$ cat config.mk
export PLATFORM = sky130hd
export DESIGN_NAME = siso_shift_reg
export DESIGN_NICKNAME = d
export VERILOG_FILES = /design/src/rtl/siso_shift_reg.sv
export SDC_FILE = /design/constraint.sdc
export NUM_CORES = 1
export LEC_CHECK = 0
export BUFFER_PORTS_ARGS = -buffer_cell sky130_fd_sc_hd__buf_2
export CORE_AREA = 8 8 45 47
export CTS_CLUSTER_SIZE = 16
export DETAILED_ROUTE_END_ITERATION = 10
export DIE_AREA = 0 0 53 55
export HOLD_SLACK_MARGIN = 0.12
export SLEW_MARGIN = 5
export SYNTH_ARGS = -nofsm -noshare
export SYNTH_HDL_FRONTEND = slang
export SYNTH_SLANG_ARGS = --single-unit
$ cat constraint.sdc
create_clock -name clk -period 1.2 [get_ports clk]
set_clock_uncertainty 0.15 [all_clocks]
set_input_delay 0.12 -clock clk [delete_from_list [all_inputs] [get_ports clk]]
set_output_delay 0.12 -clock clk [all_outputs]
set_load 0.01 [all_outputs]
$ cat src/rtl/siso_shift_reg.sv
// Serial-in/serial-out shift register.
// A DEPTH-stage bit chain that advances by one stage on every clock edge where
// shift is high. Use it as a fixed-length bit delay line or as a serial buffer.
// Stage 0 is the input end. Stage DEPTH-1 drives serial_out.
//
// Control semantics:
//   - There is no valid/ready handshake.
//   - shift is a plain enable, sampled only on posedge clk.
//   - serial_in is sampled on the same edge, and only when shift=1.
//   - reset is asynchronous and active-high. It overrides shift.
//   - serial_out is taken straight from a flop, so no input reaches it
//     combinationally.
module siso_shift_reg #(
  parameter int unsigned            DEPTH       = 4,
  parameter logic [DEPTH-1:0]       RESET_VALUE = {DEPTH{1'b0}}
) (
  input  logic clk,
  input  logic reset,
  input  logic serial_in,
  input  logic shift,
  output logic serial_out
);

  logic [DEPTH-1:0] stage;
  logic [DEPTH-1:0] stage_next;

  // Next chain value on an enabled edge: new bit enters at stage 0, oldest bit drops off.
  generate
    if (DEPTH == 1) begin : g_single
      always_comb begin
        stage_next = serial_in;
      end
    end else begin : g_chain
      always_comb begin
        stage_next = {stage[DEPTH-2:0], serial_in};
      end
    end
  endgenerate

  // Chain register: async reset to RESET_VALUE, advance only when shift is high.
  always_ff @(posedge clk or posedge reset) begin
    if (reset) begin
      stage <= RESET_VALUE;
    end else if (shift) begin
      stage <= stage_next;
    end
  end

  assign serial_out = stage[DEPTH-1];

endmodule

==> impl_metrics.json, run 1 <==
{
  "r2r-start": "stage[1]",
  "ant_nets": 0,
  "cts_root_buf": "clkbuf_4",
  "crit_arrival_ns": 1.12,
  "cts_tree": "done",
  "cts-resized-gates": 0,
  "vias_per_cell": 3.086,
  "dr.pass1.iters": 1,
  "fp-row-count": 14,
  "final_cell_mix": "4 x mux2_2, 4 x buf_2, 4 x dfrtp_1, 3 x clkbuf_4, 3 x dlygate4sd3_1",
  "gp_congestion": 0.6463,
  "r2r_cells": 1,
  "status": "completed",
  "die-width_um": 53,
  "yosysTopAreaCell": "dfrtp_1",
  "syn_avg_cell_area_um2": 16.54,
  "dr_total_vias": 108,
  "die_height_um": 55,
  "final_hold_viol_count": 0,
  "largestRegisters": "stage: 4 flops",
  "cts_buffers": 3,
  "grt_max_degree": 5,
  "path_max_fanout": 4,
  "drtIter0Drc": 0,
  "cp-start-kind": "input pin",
  "portBuffers": 4,
  "seq_area_frac_synth_pct": 67.23,
  "grt_pass1_vias": 141,
  "cts_htree_levels": 1,
  "num-fill-cells": 146,
  "io_pins": 5,
  "finalSetupTns_ns": 0,
  "yosysWarnings": 0,
  "ff2ff_setup_slack_ns": 0.29,
  "leakagePower_uw": 0.0001104,
  "required_ns": 1.16,
  "largest_reg_flops": 4,
  "synthToLayoutAreaGrowth_pct": 62.18,
  "wirelength_um": 323,
  "antenna_found_initial": 0,
  "holdCritPathClass": "in2async",
  "clockBufferDepth": 2,
  "setup_ws_ns": 0.03651,
  "grt-ovfl-total": 0,
  "syn_inst": 9,
  "powerDensity_nw_per_um2": 1607,
  "finalNetCount": 25,
  "post-route-drc-count": 0,
  "rsz0062_at_grt": "no",
  "vdd_ir_drop_max_v": 0.0002020,
  "core_area_um2": 1384,
  "maxCapViolCount": 0,
  "crit_type": "in2reg",
  "track_usage_pct": 3.507,
  "post-route-min-period_ns": 1.163,
  "antennaDiodeCount": 0,
  "endpoint_kind": "register",
  "register_area_um2": 100.1,
  "die_area_um2": 2915,
  "fmax_ghz": 0.8595,
  "preCtsSetupSlack_ns": 0.2913,
  "drv_slew": 0,
  "r2r_end": "stage[2]",
  "post-route-period-util_pct": 96.96,
  "synth.area.top_cells": "dfrtp_1 67%, mux2_2 30%, inv_1 2.5%",
  "post_drt_wl_per_cell_um": 9.229,
  "max-slew-margin-rel_pct": 90.40,
  "grt_pass1_wl_um": 593,
  "synthesis.area_um2": 148.9,
  "drive_gt1_share_pct": 57.89,
  "start_util_pct": 10.76,
  "regMostFlops": "stage",
  "utilization_pct": 17.45,
  "path_clk_slew_ns": 0.04,
  "synth_top_area_share_pct": 67.23,
  "multiInputGateArea_um2": 45.04,
  "cts_sinks": 4,
  "whs_ns": 0.1595,
  "synth_fp_nets": 13,
  "ys_types": 3,
  "clock_latency_ns": 0.23,
  "tightest_slew_ns": 0.1438,
  "ys_ff_latch": 4,
  "report.final.setup_viol": 0
}
[per-stage QoR]
step	cells	power, uW	cell area, um2
after floorplan	9	197.7	148.9
after global placement	29	213.8	188.9
final	35	388.0	241.5
after global routing	35	412.4	241.5
after CTS	35	399.3	241.5
after detailed placement	29	222.1	188.9
[critical path, stage by stage]
cell and delay, ns:
dlygate4sd3_1 0.51, buf_2 0.14, mux2_2 0.34
[worst max-delay path by stage]
stage	endpoint	start	depth (start not counted)
after floorplan	stage[3]	stage[3]	1
after global routing	stage[2]	shift	3
after global placement	stage[2]	stage[1]	1
after CTS	stage[2]	shift	3
after detailed placement	stage[2]	stage[2]	1
final	stage[2]	shift	3
[metal layers]
metal / track usage (%) / up-vias / routed length, um
met1: 2.297 / 52 / 114
met2: 3.906 / 5 / 152
met5: 0 / - / 0
met4: 5.172 / 0 / 0
li1: - / 51 / -
met3: 4.545 / 0 / 55
[cells in the mapped netlist]
master   n
mux2_2   4
inv_1    1
dfrtp_1  4
[layout make-up]
class,count,area share (%)
clock buffer,3,9.326
inverter,1,1.554
multi-input combinational,4,18.65
sequential,4,41.45
tap,16,8.290
timing repair buffer,7,20.73
[cells by family (layout without fill, tap and decap cells)]
| group | count (synthesis) | after routing | synth area share (%) |
|---|---|---|---|
| buffers and inverters | 1 | 11 | 2.519 |
| flip-flops | 4 | 4 | 67.23 |
| multiplexers | 4 | 4 | 30.25 |
[timing repair]
| item | in CTS | in global routing |
|---|---|---|
| hold buffers | 3 | 0 |
| setup buffers | 0 | 0 |
| endpoints found under the hold margin | 8 | 0 |
[power by group]
group | internal [uW] | total (uW) | switching (uW)
Combinational | 34.4 | 56.0 | 21.6
Clock | 112 | 162 | 50.6
Sequential | 159 | 170 | 10.9
Total | 305 | 388 | 83.0
Note: power is estimated with default switching activity, not from simulation.
==> run 2: changes to the inputs <==
CELL_PAD_IN_SITES_DETAIL_PLACEMENT = 0   (was default)
CELL_PAD_IN_SITES_GLOBAL_PLACEMENT = 1   (was default)
PLACE_DENSITY_LB_ADDON = 0.1   (was default)
==> impl_metrics.json, run 2 (synthesis gave the netlist of run 1 again) <==
{
  "fmax_ghz": 0.8803,
  "clockPowerShare_pct": 42.0,
  "die-width_um": 53,
  "power_switching_uw": 79.94,
  "regMostFlops": "stage",
  "combPwrFrac_pct": 14.0,
  "post-route-min-period_ns": 1.136,
  "switching_share_pct": 20.73,
  "largestRegisters": "stage: 4 flops",
  "maxCapViolCount": 0,
  "hpwl_um": 236.2,
  "post-route-drc-count": 0,
  "crit_chain": "dlygate4sd3_1 -> buf_4 -> mux2_2",
  "dr_total_vias": 108,
  "post-cts-setup-buffers": 0,
  "core_area_um2": 1384,
  "critPathSlowestCell": "dlygate4sd3_1",
  "drtIter0Drc": 0,
  "num-fill-cells": 157,
  "vias_per_cell": 3.086,
  "io_pins": 5,
  "largest_reg_flops": 4,
  "drive_gt1_share_pct": 57.89,
  "finalNetCount": 25,
  "max-slew-margin-rel_pct": 89.79,
  "antennaDiodeCount": 0,
  "max_stage_delay_ns": 0.53,
  "cts_sinks": 4,
  "multiInputGateArea_um2": 45.04,
  "preCtsSetupSlack_ns": 0.3104,
  "setup_ws_ns": 0.06401,
  "grt_pass1_vias": 135,
  "ant_nets": 0,
  "endpoint_kind": "register",
  "crit_type": "in2reg",
  "clockBufferDepth": 2,
  "cts_root_buf": "clkbuf_4",
  "cts_tree": "done",
  "grt_max_degree": 5,
  "antenna_found_initial": 0,
  "post_drt_wl_per_cell_um": 8.571,
  "die_area_um2": 2915,
  "die_height_um": 55,
  "grt_pass1_wl_um": 586,
  "post-route-period-util_pct": 94.67,
  "final_cell_mix": "4 x mux2_2, 4 x dfrtp_1, 3 x clkbuf_4, 3 x dlygate4sd3_1, 3 x buf_2",
  "holdCritPathClass": "in2async",
  "dr.pass1.iters": 1,
  "status": "completed",
  "rsz0062_at_grt": "no",
  "finalSetupTns_ns": 0,
  "track_usage_pct": 3.397,
  "final_hold_viol_count": 0,
  "cp-start-kind": "input pin",
  "crit_arrival_ns": 1.10,
  "cts_buffers": 3,
  "report.final.setup_viol": 0,
  "start_util_pct": 10.76,
  "drv_slew": 0,
  "fp-row-count": 14,
  "powerDensity_nw_per_um2": 1581,
  "wirelength_um": 300,
  "grt-ovfl-total": 0,
  "tightest_slew_ns": 0.1529,
  "required_ns": 1.16,
  "vdd_ir_drop_max_v": 0.0005393,
  "path_max_fanout": 4,
  "synthToLayoutAreaGrowth_pct": 63.87,
  "p_int_uw": 305.8,
  "cts_htree_levels": 1,
  "portBuffers": 4,
  "gp_congestion": 0.5982,
  "clock_latency_ns": 0.23,
  "power_frac_seq_pct": 44.0,
  "register_area_um2": 100.1,
  "leakagePower_uw": 0.0001113,
  "path_clk_slew_ns": 0.04
}
-- run 2: power groups by stage --
stage | clock network [uW] | logic [uW] | registers [uW]
2_1_floorplan | 0 | 24.8 | 173
3_3_place_gp | 0 | 47.8 | 172
3_5_place_dp | 0 | 46.8 | 172
4_1_cts | 171 | 54.7 | 170
5_1_grt | 187 | 59.9 | 173
6_report | 162 | 54.1 | 170
-- run 2: path summary, 6_finish.rpt --
check / from / end / slack (ns) / cells past startpoint
max: shift / stage[0] / 0.06 / 3
min: reset / stage[3] / 0.17 / 3
max reg2reg: stage[3] / stage[3] / 0.31 / 1
min reg2reg: stage[0] / stage[1] / 0.35 / 1
max in group asynchronous: reset / stage[1] / 0.58 / 3
min in group clk: stage[0] / stage[1] / 0.35 / 1
-- run 2: repair_timing --
item / 4_1_cts / 5_1_grt
setup endpoints to repair: 0 / 1
hold buffers: 3 / 0
endpoints found under the hold margin: 8 / 0
resized for setup: 0 / 1
-- run 2: worst max-delay path, delay by kind of cell --
| kind | cells | cell delay (ns) |
|---|---|---|
| mux | 1 | 0.32 |
| buf+inv | 2 | 0.66 |
-- run 2: final cells by class --
type                       instances  share of cell area (%)
clock buffer                       3                   9.231
inverter                           1                   1.538
multi-input combinational          4                   18.46
sequential                         4                   41.03
tap                               16                   8.205
timing repair buffer               7                   21.54
-- run 2: layer usage --
metal | share of wire, % | up-vias | track usage [%]
met5 | 0 | - | 0
met4 | 0 | 0 | 2.586
met3 | 22 | 0 | 5.080
met2 | 40 | 6 | 3.125
met1 | 37 | 52 | 3.216
li1 | - | 50 | -
-- run 2: stage by stage --
stage / hold slack [ns] / utilization [%] / total power (uW) / area (um2) / instances
floorplan: -0.2639 / - / 197.7 / 148.9 / 9
global placement: -0.1289 / 13.65 / 219.3 / 188.9 / 29
detailed placement: -0.1380 / 13.65 / 218.9 / 188.9 / 29
CTS: 0.1761 / 17.45 / 395.6 / 241.5 / 35
global route: 0.1873 / 17.63 / 420.2 / 244.0 / 35
finish: 0.1654 / 17.63 / 385.7 / 244.0 / 35
==> run 3: changes to the inputs <==
ABC_AREA = 1   (was default)
RECOVER_POWER = 100   (was default)
==> impl_metrics.json, run 3 <==
{
  "path_max_fanout": 2,
  "clockBufferDepth": 2,
  "grt_max_degree": 6,
  "dp.cells": 38,
  "vdd_ir_drop_max_v": 0.0003565,
  "cts_tree": "done",
  "crit_type": "reg2out",
  "switching_share_pct": 23.75,
  "core_area_um2": 1384,
  "yosys-top-cells-count": "12 x nand2_1, 4 x dfrtp_1, 1 x inv_1, 1 x inv_2",
  "crit_cells": 1,
  "synth_simple_gate_area_share_pct": 29.51,
  "fp-row-count": 14,
  "cts_sinks": 4,
  "power_switching_uw": 87.91,
  "combPwrFrac_pct": 10.5,
  "syn_avg_cell_area_um2": 8.480,
  "clock_latency_ns": 0.24,
  "synth.area.top_cells": "dfrtp_1 66%, nand2_1 30%, inv_1 2.5%, inv_2 2.5%",
  "ant_nets": 0,
  "synth_fa_ha_area_share_pct": 0,
  "post_drt_wl_per_cell_um": 7.500,
  "critPathSlowestCell": "dfrtp_1",
  "seq_area_frac_synth_pct": 65.57,
  "synth_fp_nets": 22,
  "yosysWarnings": 0,
  "portBuffers": 4,
  "endpoint_kind": "output pin",
  "largest_reg_flops": 4,
  "drv_slew": 0,
  "finalNetCount": 34,
  "die-width_um": 53,
  "antennaDiodeCount": 0,
  "synth_top_area_share_pct": 65.57,
  "crit_chain": "clkbuf_1",
  "cp-start-kind": "register",
  "crit_arrival_ns": 0.74,
  "fmax_ghz": 0.9928,
  "critPathBufInv": 1,
  "yosys.area_share.xor_xnor_pct": 0,
  "dr.pass1.iters": 3,
  "maxCapViolCount": 0,
  "die_area_um2": 2915,
  "synthToLayoutAreaGrowth_pct": 59.84,
  "synth_top_family_by_area": "simple AND/OR/NAND/NOR gates",
  "vias_per_cell": 3.227,
  "synth-compound-area-share_pct": 0,
  "synth.area.mux_share_pct": 0,
  "finalNonFillerCells": 44,
  "cts_buffers": 3,
  "cts_root_buf": "clkbuf_4",
  "totalPowerFinal_uw": 370.1,
  "clockPowerShare_pct": 46.5,
  "wirelength_um": 330,
  "final_hold_viol_count": 0,
  "utilization_pct": 17.63,
  "drive_gt1_share_pct": 21.43,
  "dr_total_vias": 142,
  "tightest_slew_ns": 0.1586,
  "synth.most_common_cell": "nand2_1",
  "post-route-drc-count": 0,
  "power_frac_seq_pct": 43.0,
  "syn_inst": 18,
  "finalSetupTns_ns": 0,
  "largestRegisters": "stage: 4 flops",
  "ys_ff_latch": 4,
  "yosysTopAreaCell": "dfrtp_1",
  "post-route-min-period_ns": 1.007,
  "final_cell_mix": "12 x nand2_1, 4 x dfrtp_1, 3 x clkbuf_4, 3 x dlygate4sd3_1, 3 x buf_2",
  "required_ns": 0.93,
  "gp_congestion": 0.6389,
  "grt_pass1_wl_um": 621,
  "io_pins": 5,
  "track_usage_pct": 3.452,
  "max-slew-margin-rel_pct": 89.47,
  "leakagePower_uw": 0.0001344,
  "antenna_found_initial": 0,
  "report.final.setup_viol": 0,
  "start_util_pct": 11.03,
  "async_flop_share_pct": 100.0,
  "synthesis.area_um2": 152.6,
  "ys.flop_type": "dfrtp_1",
  "cts-resized-gates": 0,
  "max_stage_delay_ns": 0.33,
  "cts_htree_levels": 1,
  "r2r_cells": 2,
  "whs_ns": 0.1590,
  "grt-ovfl-total": 0,
  "rsz0062_at_grt": "no",
  "drtIter0Drc": 7,
  "synth_edf_count": 0,
  "final_common_cell": "nand2_1",
  "holdCritPathClass": "in2async",
  "die_height_um": 55,
  "cp_top_family": "flip-flops",
  "num-fill-cells": 158,
  "powerDensity_nw_per_um2": 1517,
  "grt_pass1_vias": 159,
  "post-route-period-util_pct": 83.94,
  "regMostFlops": "stage",
  "p_int_uw": 282.2,
  "ys_types": 4,
  "path_clk_slew_ns": 0.04,
  "status": "completed"
}
run 3: cell count changes in the layout (fill, tap and decap cells not counted):
cell	change
buf_4	-1
clkbuf_1	+1
inv_1	+1
mux2_2	-4
nand2_1	+12
run 3: cell families (layout without fill, tap and decap cells):
group / Yosys count / in the layout
and+or+nand+nor: 12 / 12
DFF: 4 / 4
buffers and inverters: 2 / 12
run 3: per-layer routing:
layer,vias to the layer above,part of all wire (%),GRT usage (%)
met2,7,35,3.516
met1,59,51,3.216
li1,72,-,-
met4,0,5.8,5.172
met5,-,0,0
met3,4,7.9,3.209
run 3: cell type report:
| cell class | instances | area, um2 | share of cell area [%] |
|---|---|---|---|
| repair buffers | 7 | 48.80 | 20.00 |
| well taps | 16 | 20.02 | 8.205 |
| clock buffers | 3 | 22.52 | 9.231 |
| inverters | 2 | 7.507 | 3.077 |
| multi-input cells | 12 | 45.04 | 18.46 |
| flip-flops and latches | 4 | 100.1 | 41.03 |
run 3: worst register-to-register path, delay by kind of cell, from the launching register on:
| family | cells | cell delay (ns) |
|---|---|---|
| DFF | 1 | 0.38 |
| and+or+nand+nor | 2 | 0.12 |
run 3: repair_timing:
action / 4_1_cts / 5_1_grt
hold endpoints to repair: 8 / 0
buffers inserted: 0 / 0
hold buffers: 3 / 0
run 3: final timing paths:
path,start,endpoint,slack [ns]
worst max-delay path,stage[3],serial_out,0.19
worst min-delay path,reset,stage[2],0.16
worst max register to register,stage[0],stage[1],0.45
worst min register to register,stage[3],stage[3],0.32
max in group asynchronous,reset,stage[3],0.59
min in group clk,stage[3],stage[3],0.32
run 3: power by group through the flow:
stage | clock network (uW) | logic (uW) | registers [uW]
floorplan | 0 | 16.9 | 162
global placement | 0 | 34.7 | 160
detailed placement | 0 | 34.0 | 161
CTS | 178 | 41.7 | 159
global route | 191 | 45.4 | 161
finish | 172 | 38.7 | 159
run 3: stage by stage:
step	setup slack, ns	instance area [um2]
after floorplan	0.4348	152.6
after global placement	0.4445	192.7
after detailed placement	0.4375	192.7
after CTS	0.1811	245.2
after global routing	0.1174	244.0
final	0.1928	244.0
